## config.mk

```make
export PLATFORM = sky130hd
export DESIGN_NAME = mem_wb_stage
export DESIGN_NICKNAME = d
export VERILOG_FILES = /design/src/rtl/mem_wb_stage_pkg.sv /design/src/rtl/mem_req_timer.sv /design/src/rtl/mem_wb_stage.sv
export SDC_FILE = /design/constraint.sdc
export NUM_CORES = 1
export LEC_CHECK = 0
export CAP_MARGIN = 0
export CORE_AREA = 5 5 117 119
export CTS_CLUSTER_DIAMETER = 120
export DETAILED_ROUTE_END_ITERATION = 10
export DIE_AREA = 0 0 122 124
export PLACE_DENSITY = 0.75
export SYNTH_ARGS = -nofsm -noshare
export SYNTH_HDL_FRONTEND = slang
export SYNTH_SLANG_ARGS = --single-unit
export TNS_END_PERCENT = 30
```

## constraint.sdc

```tcl
create_clock -name clk -period 2.2 [get_ports clk]
set_clock_uncertainty 0.15 [all_clocks]
set_input_delay 0.44 -clock clk [delete_from_list [all_inputs] [get_ports clk]]
set_output_delay 0.44 -clock clk [all_outputs]
set_load 0.01 [all_outputs]
```

## src/rtl/mem_wb_stage_pkg.sv

```systemverilog
`default_nettype none
// ============================================================================
// Module      : mem_wb_stage_pkg
// Description : Shared definitions for the MEM stage / MEM-WB register:
//               FSM state encoding, default widths, zero-register constant.
// Revision    : 1.0 - initial release
// ============================================================================
package mem_wb_stage_pkg;

    localparam int DATA_W_DEF = 32;
    localparam int REG_W_DEF  = 5;

    // Register index 0 is hard-wired; writes to it are suppressed.
    localparam logic [REG_W_DEF-1:0] REG_ZERO = '0;

    typedef enum logic [0:0] {
        ST_IDLE = 1'b0,
        ST_REQ  = 1'b1
    } mem_state_e;

endpackage : mem_wb_stage_pkg
`default_nettype wire

```

## src/rtl/mem_req_timer.sv

```systemverilog
`default_nettype none
// ============================================================================
// Module      : mem_req_timer
// Description : Saturating cycle counter used to bound an outstanding data
//               memory request. Cleared while idle, counts while waiting.
// Ports       : clk, rst_n   - clock / async active-low reset
//               clr_i        - force count to zero (has priority)
//               en_i         - advance count by one (saturates)
//               expired_o    - count has reached TIMEOUT-1
// Revision    : 1.0 - initial release
// ============================================================================
module mem_req_timer #(
    parameter int TIMEOUT = 16
) (
    input  logic clk,
    input  logic rst_n,
    input  logic clr_i,
    input  logic en_i,
    output logic expired_o
);

    localparam int              CNT_W = $clog2(TIMEOUT);
    localparam logic [CNT_W-1:0] C_LAST = CNT_W'(TIMEOUT - 1);

    logic [CNT_W-1:0] count_q;
    logic [CNT_W-1:0] count_d;

    always_comb begin
        count_d = count_q;
        if (clr_i) begin
            count_d = '0;
        end else if (en_i && (count_q != C_LAST)) begin
            count_d = count_q + 1'b1;
        end
    end

    always_ff @(posedge clk or negedge rst_n) begin
        if (!rst_n) begin
            count_q <= '0;
        end else begin
            count_q <= count_d;
        end
    end

    assign expired_o = (count_q == C_LAST);

endmodule : mem_req_timer
`default_nettype wire

```

## src/rtl/mem_wb_stage.sv

```systemverilog
`default_nettype none
// ============================================================================
// Module      : mem_wb_stage
// Description : MEM stage plus MEM/WB pipeline register. Issues word loads
//               and stores to data memory over a req/ack handshake, stalls
//               upstream while an access is outstanding, aborts with a
//               one-cycle error pulse on misalignment or timeout, and
//               presents the registered write-back triple.
// Ports       : clk, rst_n                      - clock / async reset
//               ex_valid .. reg_wr              - EX/MEM register contents
//               stall_o                         - hold EX/MEM
//               dmem_req/we/addr/wdata, ack/rdata - data memory port
//               wb_valid/we/addr/data           - MEM/WB register
//               mem_error                       - abort pulse
// Revision    : 1.0 - initial release
// ============================================================================
module mem_wb_stage
    import mem_wb_stage_pkg::*;
#(
    parameter int DATA_W  = DATA_W_DEF,
    parameter int REG_W   = REG_W_DEF,
    parameter int TIMEOUT = 16
) (
    input  logic              clk,
    input  logic              rst_n,
    input  logic              ex_valid,
    input  logic [DATA_W-1:0] alu_res,
    input  logic [REG_W-1:0]  rd,
    input  logic [REG_W-1:0]  rt,
    input  logic [DATA_W-1:0] store_data,
    input  logic              wb_sel,
    input  logic              dst_sel,
    input  logic              mem_rd,
    input  logic              mem_wr,
    input  logic              reg_wr,
    output logic              stall_o,
    output logic              dmem_req,
    output logic              dmem_we,
    output logic [DATA_W-1:0] dmem_addr,
    output logic [DATA_W-1:0] dmem_wdata,
    input  logic              dmem_ack,
    input  logic [DATA_W-1:0] dmem_rdata,
    output logic              wb_valid,
    output logic              wb_we,
    output logic [REG_W-1:0]  wb_addr,
    output logic [DATA_W-1:0] wb_data,
    output logic              mem_error
);

    // ------------------------------------------------------------------
    // Decode of the incoming EX/MEM slot
    // ------------------------------------------------------------------
    logic             w_mem_op;
    logic             w_misaligned;
    logic             w_start;
    logic [REG_W-1:0] w_dst;
    logic             w_dst_we;
    logic             w_expired;
    logic             w_stall;

    assign w_mem_op     = mem_rd | mem_wr;
    assign w_misaligned = |alu_res[1:0];
    assign w_start      = ex_valid & w_mem_op & ~w_misaligned;
    assign w_dst        = dst_sel ? rd : rt;
    assign w_dst_we     = reg_wr && (w_dst != REG_W'(REG_ZERO));

    // ------------------------------------------------------------------
    // Registers
    // ------------------------------------------------------------------
    mem_state_e        state_q, state_d;

    logic              dmem_req_q,   dmem_req_d;
    logic              dmem_we_q,    dmem_we_d;
    logic [DATA_W-1:0] dmem_addr_q,  dmem_addr_d;
    logic [DATA_W-1:0] dmem_wdata_q, dmem_wdata_d;

    // Holding registers for the write-back half of an outstanding load.
    logic [REG_W-1:0]  hold_dst_q,    hold_dst_d;
    logic              hold_wb_sel_q, hold_wb_sel_d;
    logic              hold_we_q,     hold_we_d;

    logic              wb_valid_q,  wb_valid_d;
    logic              wb_we_q,     wb_we_d;
    logic [REG_W-1:0]  wb_addr_q,   wb_addr_d;
    logic [DATA_W-1:0] wb_data_q,   wb_data_d;
    logic              mem_error_q, mem_error_d;

    // ------------------------------------------------------------------
    // Timeout timer: held at zero while idle so it starts fresh on REQ
    // entry; only advances on cycles without an acknowledge.
    // ------------------------------------------------------------------
    mem_req_timer #(
        .TIMEOUT (TIMEOUT)
    ) u_timer (
        .clk       (clk),
        .rst_n     (rst_n),
        .clr_i     (state_q == ST_IDLE),
        .en_i      ((state_q == ST_REQ) && !dmem_ack),
        .expired_o (w_expired)
    );

    // ------------------------------------------------------------------
    // FSM: state register
    // ------------------------------------------------------------------
    always_ff @(posedge clk or negedge rst_n) begin
        if (!rst_n) begin
            state_q <= ST_IDLE;
        end else begin
            state_q <= state_d;
        end
    end

    // ------------------------------------------------------------------
    // FSM: next state. Acknowledge wins over a coincident timeout.
    // ------------------------------------------------------------------
    always_comb begin
        state_d = state_q;
        case (state_q)
            ST_IDLE: if (w_start)                 state_d = ST_REQ;
            ST_REQ:  if (dmem_ack || w_expired)   state_d = ST_IDLE;
            default:                              state_d = ST_IDLE;
        endcase
    end

    // ------------------------------------------------------------------
    // FSM: outputs and datapath next values
    // ------------------------------------------------------------------
    always_comb begin
        w_stall       = 1'b0;
        dmem_req_d    = dmem_req_q;
        dmem_we_d     = dmem_we_q;
        dmem_addr_d   = dmem_addr_q;
        dmem_wdata_d  = dmem_wdata_q;
        hold_dst_d    = hold_dst_q;
        hold_wb_sel_d = hold_wb_sel_q;
        hold_we_d     = hold_we_q;
        wb_valid_d    = wb_valid_q;
        wb_we_d       = wb_we_q;
        wb_addr_d     = wb_addr_q;
        wb_data_d     = wb_data_q;
        mem_error_d   = 1'b0;

        case (state_q)
            ST_IDLE: begin
                w_stall = w_start;
                if (!ex_valid) begin
                    wb_valid_d = 1'b0;
                    wb_we_d    = 1'b0;
                end else if (!w_mem_op) begin
                    wb_valid_d = 1'b1;
                    wb_we_d    = w_dst_we;
                    wb_addr_d  = w_dst;
                    wb_data_d  = alu_res;
                end else if (w_misaligned) begin
                    mem_error_d = 1'b1;
                    wb_valid_d  = 1'b1;
                    wb_we_d     = 1'b0;
                    wb_addr_d   = w_dst;
                end else begin
                    dmem_req_d    = 1'b1;
                    dmem_we_d     = mem_wr;
                    dmem_addr_d   = {alu_res[DATA_W-1:2], 2'b00};
                    dmem_wdata_d  = store_data;
                    hold_dst_d    = w_dst;
                    hold_wb_sel_d = wb_sel;
                    // mem_rd together with mem_wr behaves as a store.
                    hold_we_d     = w_dst_we && !mem_wr;
                    wb_valid_d    = 1'b0;
                    wb_we_d       = 1'b0;
                end
            end

            ST_REQ: begin
                // Stall stays high through an abort cycle; upstream
                // retires the op as a bubble on the following cycle.
                w_stall = !dmem_ack;
                if (dmem_ack) begin
                    dmem_req_d = 1'b0;
                    wb_valid_d = 1'b1;
                    wb_addr_d  = hold_dst_q;
                    if (dmem_we_q) begin
                        wb_we_d = 1'b0;
                    end else begin
                        wb_we_d   = hold_we_q;
                        wb_data_d = hold_wb_sel_q ? dmem_rdata : dmem_addr_q;
                    end
                end else if (w_expired) begin
                    dmem_req_d  = 1'b0;
                    mem_error_d = 1'b1;
                    wb_valid_d  = 1'b1;
                    wb_we_d     = 1'b0;
                end else begin
                    wb_valid_d = 1'b0;
                    wb_we_d    = 1'b0;
                end
            end

            default: begin
                w_stall = 1'b0;
            end
        endcase
    end

    // ------------------------------------------------------------------
    // Datapath registers
    // ------------------------------------------------------------------
    always_ff @(posedge clk or negedge rst_n) begin
        if (!rst_n) begin
            dmem_req_q    <= 1'b0;
            dmem_we_q     <= 1'b0;
            dmem_addr_q   <= '0;
            dmem_wdata_q  <= '0;
            hold_dst_q    <= '0;
            hold_wb_sel_q <= 1'b0;
            hold_we_q     <= 1'b0;
            wb_valid_q    <= 1'b0;
            wb_we_q       <= 1'b0;
            wb_addr_q     <= '0;
            wb_data_q     <= '0;
            mem_error_q   <= 1'b0;
        end else begin
            dmem_req_q    <= dmem_req_d;
            dmem_we_q     <= dmem_we_d;
            dmem_addr_q   <= dmem_addr_d;
            dmem_wdata_q  <= dmem_wdata_d;
            hold_dst_q    <= hold_dst_d;
            hold_wb_sel_q <= hold_wb_sel_d;
            hold_we_q     <= hold_we_d;
            wb_valid_q    <= wb_valid_d;
            wb_we_q       <= wb_we_d;
            wb_addr_q     <= wb_addr_d;
            wb_data_q     <= wb_data_d;
            mem_error_q   <= mem_error_d;
        end
    end

    // Stall is gated by reset so it falls with the rest of the outputs
    // even while upstream still presents a memory op.
    assign stall_o    = rst_n & w_stall;
    assign dmem_req   = dmem_req_q;
    assign dmem_we    = dmem_we_q;
    assign dmem_addr  = dmem_addr_q;
    assign dmem_wdata = dmem_wdata_q;
    assign wb_valid   = wb_valid_q;
    assign wb_we      = wb_we_q;
    assign wb_addr    = wb_addr_q;
    assign wb_data    = wb_data_q;
    assign mem_error  = mem_error_q;

endmodule : mem_wb_stage
`default_nettype wire

```

==> metrics.cfg <==
[grt]
grt_pass1_vias = 4460
grt_usage_pct = 19.5
antenna_found_initial = 0
overflow = 0
grt_pass1_wl_um = 22700
grt_max_degree = 117

[layout]
fin_util_pct = 66.5
area_growth_pct = 58.7
finalNonFillerCells = 828
drive_gt1_share_pct = 25.2
final_area_um2 = 8300
final-seq-area_um2 = 2910
multiInputGateArea_um2 = 2190
nFillCells = 955
nets = 761
antenna_cells = 0

[route]
wl_per_cell_um = 17.3
drt_pass1_iterations = 4
antenna_left = 0
wl_um = 14300
wl_met1_um = 5450
via_per_inst = 4.88
drcViolationCount = 0
met3_wirelength_um = 1050
top_layer = met4
vias = 4038
drtIter0Drc = 214
routed-wl-met2_um = 7580

[yosys]
synthMostInstantiatedCell = dfrtp_1
syn_area_um2 = 5230
syn_area_per_cell_um2 = 12.9
synthCells = 405
async_reset_ff_share_pct = 100
synth-main-ff-cell = dfrtp_1
ys_ff_latch = 116
synth_top_cell_area_share_pct = 55.5
synth_edf_count = 0
synth_top_area_cell = dfrtp_1
synth_area_leaders = dfrtp_1, mux2_2, mux2i_1, mux2_4, a21oi_1
synth_cell_types = 36
synthTopCellsByCount = dfrtp_1, mux2_2, nor2_1
yosys_warnings = 0
synth-seq-area-share_pct = 55.5

[pwr]
power_mw = 8.02
p_leak_nw = 3.61
ir_drop_mv = 0.619
powerDensity_nw_per_um2 = 966

[placement]
place_inst = 797
io_buffers = 219
dp_hpwl_um = 10300
dp_slack_ps = -632
finalWeightedCongestion = 0.782
place_area_um2 = 7750

[worst_hold_path]
hp-class = in -> async

[timing]
min_period_over_period_pct = 104
slew_viol_final = 0
relSlewSlack_pct = 56.5
setup_viol = 1
worstMarginPinSlew_ps = 653
fin_ws_ps = -80.7
setup_tns_ps = -80.7
rsz0062_at_grt = yes
hold_violations = 27
hold_slack_ps = -40.5
timing.fmax_mhz = 438
min_period_ps = 2280

[cts]
cts_root_buf = clkbuf_16
htreeDepth = 4
clock_path_buffers = 2
clk_pin_slew_ps = 50
clock_latency_ps = 400
cts_tree = built
cts_hold_buf = 0
numCtsBuffers = 17
cts_num_sinks = 116

[die]
core_um2 = 12500
dieHeight_um = 124
die_w_um = 122
rows = 41
die_area_um2 = 15100
start_util_pct = 41.9
io_pins = 222

[run_status]
outcome = finished, violations left
violations = hold timing, setup timing

[run]
drv_cap = 0

[setup_path]
cp_max_fo = 2
crit_type = reg -> out
cp-start-kind = flip-flop
crit_path_end_kind = output port
arrival_ps = 1690
cp_data_required_time_ps = 1610

[critical path, cell delays in order, from the launching register on]
cell      delay (ps)
dfrtp_2          410
nand2b_4         140
or4_4            420
o21ai_2           60
and2_1           120
buf_2            130
[state kept, by name, summed over array words and instances, names as in the netlist]
name / cells
wb_addr: 5
dmem_wdata: 32
state_q: 1
dmem_we: 1
u_timer.count_q: 4
wb_valid: 1
wb_we: 1
hold_dst_q: 5
hold_wb_sel_q: 1
wb_data: 32
dmem_req: 1
hold_we_q: 1
mem_error: 1
dmem_addr: 30
[what timing repair did]
item / 4_1_cts / 5_1_grt
endpoints found under the hold margin: 0 / 0
pin swaps: 1 / 1
resized for setup: 11 / 1
buffers inserted: 1 / 0
endpoints found under the setup margin: 1 / 1
[path summary, 6_finish.rpt]
| check | start | to | slack (ps) | depth (start not counted) |
|---|---|---|---|---|
| setup / recovery | state_q | stall_o | -80 | 5 |
| hold / removal | rst_n | hold_dst_q[1] | -40 | 2 |
| setup reg to reg | state_q | dmem_wdata[6] | 150 | 5 |
| hold reg to reg | hold_dst_q[2] | hold_dst_q[2] | 330 | 2 |
| max in group asynchronous | rst_n | state_q | 1380 | 2 |
| min in group clk | hold_dst_q[2] | hold_dst_q[2] | 330 | 2 |
[power by group]
| group | internal (mW) | total, mW | switching [mW] |
|---|---|---|---|
| registers | 2.65 | 2.94 | 0.296 |
| logic | 1.58 | 2.52 | 0.947 |
| clock network | 1.66 | 2.55 | 0.896 |
[per-layer routing]
layer	GRT usage, %	vias up
li1	-	1914
met4	7.00	0
met1	21.4	1981
met2	34.5	126
met3	7.81	17
met5	0	-
[cell type report]
type	count	area share, %
inverter	3	0.136
tap	172	2.59
sequential	116	35.0
multi-input combinational	260	26.4
timing repair buffer	247	29.2
clock buffer	26	6.02
clock inverter	4	0.573
[cells in the final DEF, fill, tap and decap left out, types with 2 or more instances in the layout]
master / count
a21oi_1: 40
and3_1: 2
buf_12: 3
buf_4: 26
clkbuf_1: 5
clkbuf_16: 17
clkbuf_8: 4
clkdlybuf4s50_1: 212
clkinv_2: 2
conb_1: 2
dfrtp_1: 114
dfrtp_2: 2
dlygate4sd2_1: 5
inv_1: 2
mux2_2: 84
mux2_4: 18
mux2i_1: 35
nand2_1: 9
nand4_1: 2
nor2_1: 40
nor3_1: 2
o21ai_0: 6
o22ai_1: 2
[kinds of logic after synthesis]
family / share of synthesized area [%]
mux: 30.0
flops: 55.5
simple gates: 5.24
compound gates: 5.65
buf+inv: 2.97
xor+xnor: 0.335
fa+ha+maj: 0.239
other cells: 0.0717
Power figures use the tool's default switching activity.
